File: src/rtl/data_mem_lsu.sv
// -----------------------------------------------------------------------------
// data_mem_lsu
//
// Load/store unit between the core's MEM stage and a word-only data SRAM
// (combinational read, posedge write). Byte/half/word loads and stores are
// translated into SRAM word accesses. Sub-word stores use read-modify-write.
// Loads are sign- or zero-extended. Byte order is little-endian.
//
// Optional feature macro: LSU_MISALIGN_TRAP_EN
//   defined   : misaligned half/word requests skip the SRAM and complete in one
//               cycle with resp_err=1 and resp_rdata=0.
//   undefined : misaligned low address bits are ignored (half: addr[0],
//               word: addr[1:0]); resp_err is tied 0.
//
// Ports
//   clk, reset                 clock, asynchronous active-high reset
//   req_valid / req_ready      request handshake (accept on posedge when both high)
//   req_we                     1 = store, 0 = load
//   req_size                   00 byte, 01 half, 10/11 word
//   req_unsigned               loads: 1 = zero-extend, 0 = sign-extend
//   req_addr, req_wdata        byte address, right-justified store data
//   resp_valid                 one-cycle completion pulse
//   resp_rdata                 extended load data (0 for stores)
//   resp_err                   misalignment flag (trap build only)
//   mem_addr, mem_we, mem_wd   SRAM word address, write enable, write data
//   mem_rd                     SRAM read data (combinational from mem_addr)
// -----------------------------------------------------------------------------
module data_mem_lsu #(
    parameter logic [31:0] BASE_ADDR = 32'h1001_0000,
    parameter int          AW        = 14
) (
    input  logic          clk,
    input  logic          reset,
    input  logic          req_valid,
    output logic          req_ready,
    input  logic          req_we,
    input  logic [1:0]    req_size,
    input  logic          req_unsigned,
    input  logic [31:0]   req_addr,
    input  logic [31:0]   req_wdata,
    output logic          resp_valid,
    output logic [31:0]   resp_rdata,
    output logic          resp_err,
    output logic [AW-1:0] mem_addr,
    output logic          mem_we,
    output logic [31:0]   mem_wd,
    input  logic [31:0]   mem_rd
);

    typedef enum logic [1:0] {
        S_IDLE = 2'd0,
        S_RD   = 2'd1,
        S_WR   = 2'd2,
        S_RESP = 2'd3
    } state_t;

    localparam logic [1:0] SZ_BYTE = 2'b00;
    localparam logic [1:0] SZ_HALF = 2'b01;
    localparam logic [1:0] SZ_WORD = 2'b10;

    state_t          state_q, state_d;
    logic [AW-1:0]   addr_q, addr_d;
    logic [1:0]      lane_q, lane_d;
    logic [1:0]      size_q, size_d;
    logic            we_q, we_d;
    logic            uns_q, uns_d;
    logic [31:0]     wdata_q, wdata_d;
    logic [31:0]     wd_q, wd_d;
    logic [31:0]     rdata_q, rdata_d;
`ifdef LSU_MISALIGN_TRAP_EN
    logic            err_q, err_d;
    logic            req_misaligned;
`endif

    // ------------------------------------------------------------------
    // Request decode
    // ------------------------------------------------------------------
    logic [AW-1:0] req_idx;
    logic [1:0]    req_size_n;
    logic [1:0]    req_lane_n;

    // Window offset; bits above the SRAM range are dropped so addresses
    // outside the window alias onto it.
    assign req_idx    = AW'((req_addr - BASE_ADDR) >> 2);
    assign req_size_n = (req_size == 2'b11) ? SZ_WORD : req_size;

    // Lane with the low bits that the access size cannot use forced to 0.
    always_comb begin
        req_lane_n = req_addr[1:0];
        if (req_size_n == SZ_HALF) begin
            req_lane_n = {req_addr[1], 1'b0};
        end else if (req_size_n == SZ_WORD) begin
            req_lane_n = 2'b00;
        end
    end

`ifdef LSU_MISALIGN_TRAP_EN
    assign req_misaligned = ((req_size_n == SZ_HALF) && req_addr[0]) ||
                            ((req_size_n == SZ_WORD) && (req_addr[1:0] != 2'b00));
`endif

    // ------------------------------------------------------------------
    // Byte-lane datapath: store-data replication, RMW merge, load extract
    // ------------------------------------------------------------------
    logic [31:0] wdata_rep;
    logic [3:0]  byte_en;
    logic [31:0] merged_word;
    logic [7:0]  rd_bytes [4];
    logic [7:0]  sel_byte;
    logic [15:0] sel_half;
    logic [31:0] load_ext;

    // Replicate the right-justified store data across every lane so each
    // enabled lane simply picks its own slice.
    always_comb begin
        case (size_q)
            SZ_BYTE: wdata_rep = {4{wdata_q[7:0]}};
            SZ_HALF: wdata_rep = {2{wdata_q[15:0]}};
            default: wdata_rep = wdata_q;
        endcase
    end

    genvar gi;
    generate
        for (gi = 0; gi < 4; gi = gi + 1) begin : g_lane
            assign rd_bytes[gi] = mem_rd[gi*8 +: 8];
            assign byte_en[gi]  = (size_q == SZ_BYTE) ? (lane_q == 2'(gi)) :
                                  (size_q == SZ_HALF) ? (lane_q[1] == 1'(gi >> 1)) :
                                  1'b1;
            assign merged_word[gi*8 +: 8] = byte_en[gi] ? wdata_rep[gi*8 +: 8]
                                                        : rd_bytes[gi];
        end
    endgenerate

    assign sel_byte = rd_bytes[lane_q];
    assign sel_half = lane_q[1] ? mem_rd[31:16] : mem_rd[15:0];

    always_comb begin
        case (size_q)
            SZ_BYTE: load_ext = {{24{~uns_q & sel_byte[7]}}, sel_byte};
            SZ_HALF: load_ext = {{16{~uns_q & sel_half[15]}}, sel_half};
            default: load_ext = mem_rd;
        endcase
    end

    // ------------------------------------------------------------------
    // FSM next state
    // ------------------------------------------------------------------
    always_comb begin
        state_d = state_q;
        addr_d  = addr_q;
        lane_d  = lane_q;
        size_d  = size_q;
        we_d    = we_q;
        uns_d   = uns_q;
        wdata_d = wdata_q;
        wd_d    = wd_q;
        rdata_d = rdata_q;
`ifdef LSU_MISALIGN_TRAP_EN
        err_d   = err_q;
`endif

        case (state_q)
            S_IDLE: begin
                if (req_valid) begin
                    lane_d  = req_lane_n;
                    size_d  = req_size_n;
                    we_d    = req_we;
                    uns_d   = req_unsigned;
                    wdata_d = req_wdata;
                    rdata_d = 32'h0;
`ifdef LSU_MISALIGN_TRAP_EN
                    err_d   = 1'b0;
                    if (req_misaligned) begin
                        // No SRAM access at all: the address register keeps
                        // its previous value.
                        err_d   = 1'b1;
                        state_d = S_RESP;
                    end else
`endif
                    begin
                        addr_d = req_idx;
                        if (req_we && (req_size_n == SZ_WORD)) begin
                            wd_d    = req_wdata;
                            state_d = S_WR;
                        end else begin
                            // Loads and sub-word stores both read first.
                            state_d = S_RD;
                        end
                    end
                end
            end

            S_RD: begin
                if (we_q) begin
                    wd_d    = merged_word;
                    state_d = S_WR;
                end else begin
                    rdata_d = load_ext;
                    state_d = S_RESP;
                end
            end

            S_WR: begin
                state_d = S_RESP;
            end

            default: begin
                state_d = S_IDLE;
            end
        endcase
    end

    // ------------------------------------------------------------------
    // State registers
    // ------------------------------------------------------------------
    always_ff @(posedge clk or posedge reset) begin
        if (reset) begin
            state_q <= S_IDLE;
            addr_q  <= '0;
            lane_q  <= 2'b00;
            size_q  <= SZ_BYTE;
            we_q    <= 1'b0;
            uns_q   <= 1'b0;
            wdata_q <= 32'h0;
            wd_q    <= 32'h0;
            rdata_q <= 32'h0;
`ifdef LSU_MISALIGN_TRAP_EN
            err_q   <= 1'b0;
`endif
        end else begin
            state_q <= state_d;
            addr_q  <= addr_d;
            lane_q  <= lane_d;
            size_q  <= size_d;
            we_q    <= we_d;
            uns_q   <= uns_d;
            wdata_q <= wdata_d;
            wd_q    <= wd_d;
            rdata_q <= rdata_d;
`ifdef LSU_MISALIGN_TRAP_EN
            err_q   <= err_d;
`endif
        end
    end

    // ------------------------------------------------------------------
    // Outputs
    // ------------------------------------------------------------------
    assign req_ready  = (state_q == S_IDLE);
    assign resp_valid = (state_q == S_RESP);
    assign resp_rdata = resp_valid ? rdata_q : 32'h0;
    // Decoded straight from the state so an asynchronous reset during WR
    // removes the write enable before the next edge.
    assign mem_we     = (state_q == S_WR);
    assign mem_addr   = addr_q;
    assign mem_wd     = wd_q;
`ifdef LSU_MISALIGN_TRAP_EN
    assign resp_err   = resp_valid & err_q;
`else
    assign resp_err   = 1'b0;
`endif

endmodule
File: config.mk
export PLATFORM = sky130hd
export DESIGN_NAME = data_mem_lsu
export DESIGN_NICKNAME = d
export VERILOG_FILES = /design/src/rtl/data_mem_lsu.sv
export SDC_FILE = /design/constraint.sdc
export NUM_CORES = 1
export LEC_CHECK = 0
export CAP_MARGIN = 40
export CELL_PAD_IN_SITES_DETAIL_PLACEMENT = 1
export CELL_PAD_IN_SITES_GLOBAL_PLACEMENT = 2
export CORE_UTILIZATION = 39
export CTS_CLUSTER_DIAMETER = 50
export DETAILED_ROUTE_END_ITERATION = 6
export DONT_BUFFER_PORTS = 1
export GPL_TIMING_DRIVEN = 0
export PLACE_DENSITY_LB_ADDON = 0.1
export SYNTH_ARGS = -nofsm -noshare
export SYNTH_HDL_FRONTEND = slang
export SYNTH_SLANG_ARGS = --single-unit
File: constraint.sdc
create_clock -name clk -period 5 [get_ports clk]
set_clock_uncertainty 0.05 [all_clocks]
set_input_delay 1.5 -clock clk [delete_from_list [all_inputs] [get_ports clk]]
set_output_delay 1.5 -clock clk [all_outputs]
set_load 0.02 [all_outputs]
==> Flow_metrics.wiki <==
{| class="wikitable"
! Metric !! Value
|-
| Result of the run || finished, final reports clean
|-
| Number of placement rows || between 40 and 50
|-
| Initial Util || 40.33%
|-
| Combinational fraction of design power || around two fifths
|-
| Path depth of the worst reg2reg path || 6
|-
| RSZ-0062 raised after global routing || no
|-
| Delay of the slowest cell on the worst path || approximately 0.57 ns
|-
| Cell count along the critical path || 3
|-
| Cts bufs inserted || 17
|-
| Top fanout value on the critical path || 10
|-
| Final global-route overflow total || 0
|-
| Total core area || about 15000 um2
|-
| Clock group share of total power || a little under a quarter
|-
| Internal power contribution || 0.003072 W
|-
| H-tree levels || 4
|-
| Hold violation total from the final report || 0
|-
| Routed wire per std cell || roughly 24 um
|-
| TritonRoute pass-1 iters || 6
|-
| Y dimension of the die || roughly 130 um
|-
| Post-route cell area || between 7000 and 8000 um2
|-
| CTS tree || yes
|-
| Die X || approximately 130 um
|-
| Critical path launch point type || flop
|-
| Fraction of final layout cells sized beyond drive strength 1 || between 10% and 20%
|-
| Netlist cell types || 45
|-
| Resized cells post-CTS || 0
|-
| Clk Latency, worst-skew pair || 0.42 ns
|-
| Number of flops mapped to enable cells by yosys || 0
|-
| Number of ports placed on the die boundary || about 190
|-
| Power per unit of standard cell area || approximately 760 nW/um2
|-
| Clock root buffer || sky130_fd_sc_hd__clkbuf_16
|-
| Cell count after synthesis || between 600 and 700
|-
| List of cells traversed by the critical path || ha_1, clkbuf_1, and2_1
|-
| Post-layout power || 0.005414 W
|-
| Worst path arrival time || 2.04 ns
|-
| Via count normalized by instance count || about 5.7
|-
| Number of instances on the worst hold path || 2
|-
| Total nets after synthesis || around 710
|-
| Share of total power in sequential cells || between 30% and 40%
|-
| Final-layout worst hold slack || between 0.4 and 0.5 ns
|-
| Layout filler cell count || about 1700
|-
| Type of the tightest min-delay check || reg2reg
|-
| Die ar. || approximately 16000 um2
|-
| Area growth from synthesis to final layout || 14.59%
|-
| Number of buffer and inverter instances along the worst setup path || 1
|-
| R2R setup slack || approximately 2.5 ns
|-
| RR Startpoint || state_q[0]$_DFFE_PP0P_
|-
| Final number of setup-violating endpoints || 0
|-
| Global router's overall resource usage || 26.28%
|-
| Switching power || roughly 0.0023 W
|-
| Ys flop type || sky130_fd_sc_hd__dfrtp_1
|-
| Worst slew slack as a fraction of its limit || approximately half
|-
| Clk buf depth || 2
|-
| Critical path type || reg2out
|-
| Routed WL || about 20000 um
|-
| GPL Wtd Cong || 0.8544
|-
| Antenna viol nets, final || 0
|-
| Final critical-path share of the clock period || between 70 and 80%
|-
| Placed Area || 6496 um2
|-
| HPWL Detailed || about 16000 um
|-
| Port Buffer Count || 0
|-
| Clock transition at the registers of the reported paths || 0.06 ns
|-
| DRC viols || 0
|-
| Achievable Freq || between 200 and 300 MHz
|-
| Sequential element share of the synthesized area || 47.63%
|-
| Post-CTS setup buffer count || 0
|-
| Maximum number of pins on one net before global-route repair || 62
|-
| Worst-case vdd ir drop || approximately 0.00035 V
|-
| Iteration-0 DRC Markers || roughly 270
|-
| Leakage power figure || between 3 and 4 nW
|-
| Min-Delay Endpoint || rdata_q[2]$_DFFE_PP0P_
|-
| Min Clock Period, post-route || around 3.6 ns
|-
| Data required time at the worst endpoint || 3.45 ns
|-
| Synthesized cell area || ~6200 um2
|-
| Crit-path leading delay family || adder cells
|-
| Mean instance size in the synthesized netlist || roughly 10 um2
|-
| Share of flip-flops with an asynchronous set or reset || 100.0%
|-
| Number of clock sinks seen by CTS || approximately 120
|-
| Number of hold buffers added after cts || 0
|-
| Warnings from Yosys || 0
|-
| Max-slew violation count || 0
|-
| Element type at the critical path end || output pin
|-
| Hold path startpoint || rdata_q[2]$_DFFE_PP0P_
|-
| Final-stage net count || 728
|-
| FF+latch count, synth || approximately 120
|-
| Worst Max-Slew Pin Slew || 0.7736 ns
|-
| Global-route wire length before repair || approximately 31000 um
|-
| Total of max-cap violations || 0
|-
| Net switching share of the total power || 43.26%
|-
| Vias in the first global route || between 5000 and 6000
|-
| Capture instance of the worst register-to-register path || wdata_q[3]$_DFFE_PP0P_
|-
| Master of the slowest instance on the critical path || sky130_fd_sc_hd__ha_1
|-
| Via total after detailed routing || around 4900
|-
| Final Util || 46.22%
|-
| Number of antenna violations at the first check in global routing || 0
|}
==> per-stage QoR <==
| stage | setup WS [ns] | setup TNS (ns) | std cells |
|---|---|---|---|
| after floorplan | 0.3209 | 0 | 601 |
| after global placement | -1.081 | -126.67 | 812 |
| after detailed placement | 1.621 | 0 | 813 |
| after CTS | 1.372 | 0 | 845 |
| after global routing | 1.312 | 0 | 845 |
| final | 1.414 | 0 | 846 |
==> flip-flops by register name, summed over array words and instances, names as in the netlist <==
signal    cells
wdata_q      32
we_q          1
mem_addr     14
lane_q        2
rdata_q      32
state_q       2
uns_q         1
mem_wd       32
size_q        2
==> power groups by stage <==
stage                     registers, W  clock network [W]  logic [W]
after floorplan                0.00184                  0    0.00166
after global placement         0.00197                  0    0.00212
after detailed placement       0.00198                  0    0.00220
after CTS                      0.00197            0.00128    0.00221
after global routing           0.00202            0.00132    0.00242
final                          0.00196            0.00125    0.00220
==> routing by layer <==
layer,wire [um],up-vias,global-route usage (%)
met4,558,0,10.66
met3,1331,42,7.554
met5,0,-,1.238
met2,9642,152,41.88
met1,9045,2470,33.44
li1,-,2197,-
==> cell usage after synthesis, types with 2 or more instances <==
| master | instances | share of area [%] |
|---|---|---|
| sky130_fd_sc_hd__a211o_1 | 2 | 0.28 |
| sky130_fd_sc_hd__a21oi_1 | 16 | 1.3 |
| sky130_fd_sc_hd__a221oi_1 | 15 | 2.1 |
| sky130_fd_sc_hd__a222oi_1 | 7 | 1.1 |
| sky130_fd_sc_hd__a22o_1 | 32 | 4.5 |
| sky130_fd_sc_hd__and2_1 | 34 | 3.4 |
| sky130_fd_sc_hd__buf_1 | 3 | 0.18 |
| sky130_fd_sc_hd__buf_2 | 14 | 1.1 |
| sky130_fd_sc_hd__buf_4 | 2 | 0.24 |
| sky130_fd_sc_hd__clkbuf_1 | 28 | 1.7 |
| sky130_fd_sc_hd__dfrtp_1 | 118 | 48 |
| sky130_fd_sc_hd__ha_1 | 4 | 0.81 |
| sky130_fd_sc_hd__inv_1 | 21 | 1.3 |
| sky130_fd_sc_hd__mux2_2 | 57 | 10 |
| sky130_fd_sc_hd__mux2i_1 | 24 | 3.9 |
| sky130_fd_sc_hd__nand2_1 | 70 | 4.2 |
| sky130_fd_sc_hd__nand2b_1 | 18 | 1.8 |
| sky130_fd_sc_hd__nand3b_1 | 8 | 0.97 |
| sky130_fd_sc_hd__nor2_1 | 5 | 0.30 |
| sky130_fd_sc_hd__nor2b_1 | 6 | 0.61 |
| sky130_fd_sc_hd__nor3_1 | 3 | 0.24 |
| sky130_fd_sc_hd__nor4_1 | 16 | 1.6 |
| sky130_fd_sc_hd__o211ai_1 | 8 | 0.97 |
| sky130_fd_sc_hd__o21ai_0 | 62 | 5.0 |
| sky130_fd_sc_hd__o21ai_1 | 5 | 0.40 |
| sky130_fd_sc_hd__o21ba_2 | 3 | 0.48 |
| sky130_fd_sc_hd__o22ai_1 | 2 | 0.20 |
==> tightest hold or removal path: stages, from the launching register on <==
cell and delay [ns]:
sky130_fd_sc_hd__dfrtp_1 0.33, sky130_fd_sc_hd__nand2_1 0.04, sky130_fd_sc_hd__o21ai_0 0.06
==> logic make-up after synthesis <==
| group | Yosys count | synth area share, % |
|---|---|---|
| simple gates | 164 | 13.76 |
| compound gates | 160 | 18.24 |
| flops | 118 | 47.63 |
| mux | 82 | 14.59 |
| buf+inv | 72 | 4.904 |
| fa+ha+maj | 4 | 0.8073 |
| other cells | 1 | 0.06049 |
==> final cells by class <==
class / instances / area [um2] / area share (%)
diodes: 1 / 2.502 / 0.03522
plain buffers: 49 / 217.7 / 3.064
clock buffers: 17 / 425.4 / 5.988
clock inverters: 15 / 180.2 / 2.536
inverters: 23 / 91.34 / 1.286
multi-input cells: 411 / 2943 / 41.42
flip-flops and latches: 118 / 2953 / 41.56
well taps: 211 / 264.0 / 3.716
repair buffers: 1 / 27.53 / 0.3875
==> worst max-delay path by stage <==
stage          slack [ns]                      to              startpoint
2_1_floorplan        0.32   lane_q[0]$_DFFE_PP0P_                   reset
3_3_place_gp        -1.08  mem_wd[29]$_DFFE_PP0P_                   reset
3_5_place_dp         1.62   mem_wd[1]$_DFFE_PP0P_               req_valid
4_1_cts              1.37          resp_rdata[26]  state_q[1]$_DFFE_PP0P_
5_1_grt              1.31          resp_rdata[27]  state_q[0]$_DFFE_PP0P_
6_report             1.41          resp_rdata[26]  state_q[1]$_DFFE_PP0P_
==> layout by cell type (no fill, tap or decap), types with 4 or more instances in the layout <==
| cell type | n |
|---|---|
| sky130_fd_sc_hd__nand3b_1 | 8 |
| sky130_fd_sc_hd__and2_1 | 34 |
| sky130_fd_sc_hd__buf_2 | 14 |
| sky130_fd_sc_hd__dfrtp_1 | 118 |
| sky130_fd_sc_hd__clkbuf_16 | 17 |
| sky130_fd_sc_hd__nor4_1 | 16 |
| sky130_fd_sc_hd__o211ai_1 | 8 |
| sky130_fd_sc_hd__o21ai_1 | 5 |
| sky130_fd_sc_hd__nor2b_1 | 6 |
| sky130_fd_sc_hd__a22o_1 | 32 |
| sky130_fd_sc_hd__a21oi_1 | 16 |
| sky130_fd_sc_hd__inv_1 | 20 |
| sky130_fd_sc_hd__nand2_1 | 70 |
| sky130_fd_sc_hd__a221oi_1 | 15 |
| sky130_fd_sc_hd__nand2b_1 | 18 |
| sky130_fd_sc_hd__mux2i_1 | 24 |
| sky130_fd_sc_hd__a222oi_1 | 7 |
| sky130_fd_sc_hd__clkbuf_1 | 28 |
| sky130_fd_sc_hd__nor2_1 | 5 |
| sky130_fd_sc_hd__o21ai_0 | 62 |
| sky130_fd_sc_hd__clkinv_4 | 4 |
| sky130_fd_sc_hd__mux2_2 | 57 |
| sky130_fd_sc_hd__ha_1 | 4 |
(Power assumes the default switching activity.)
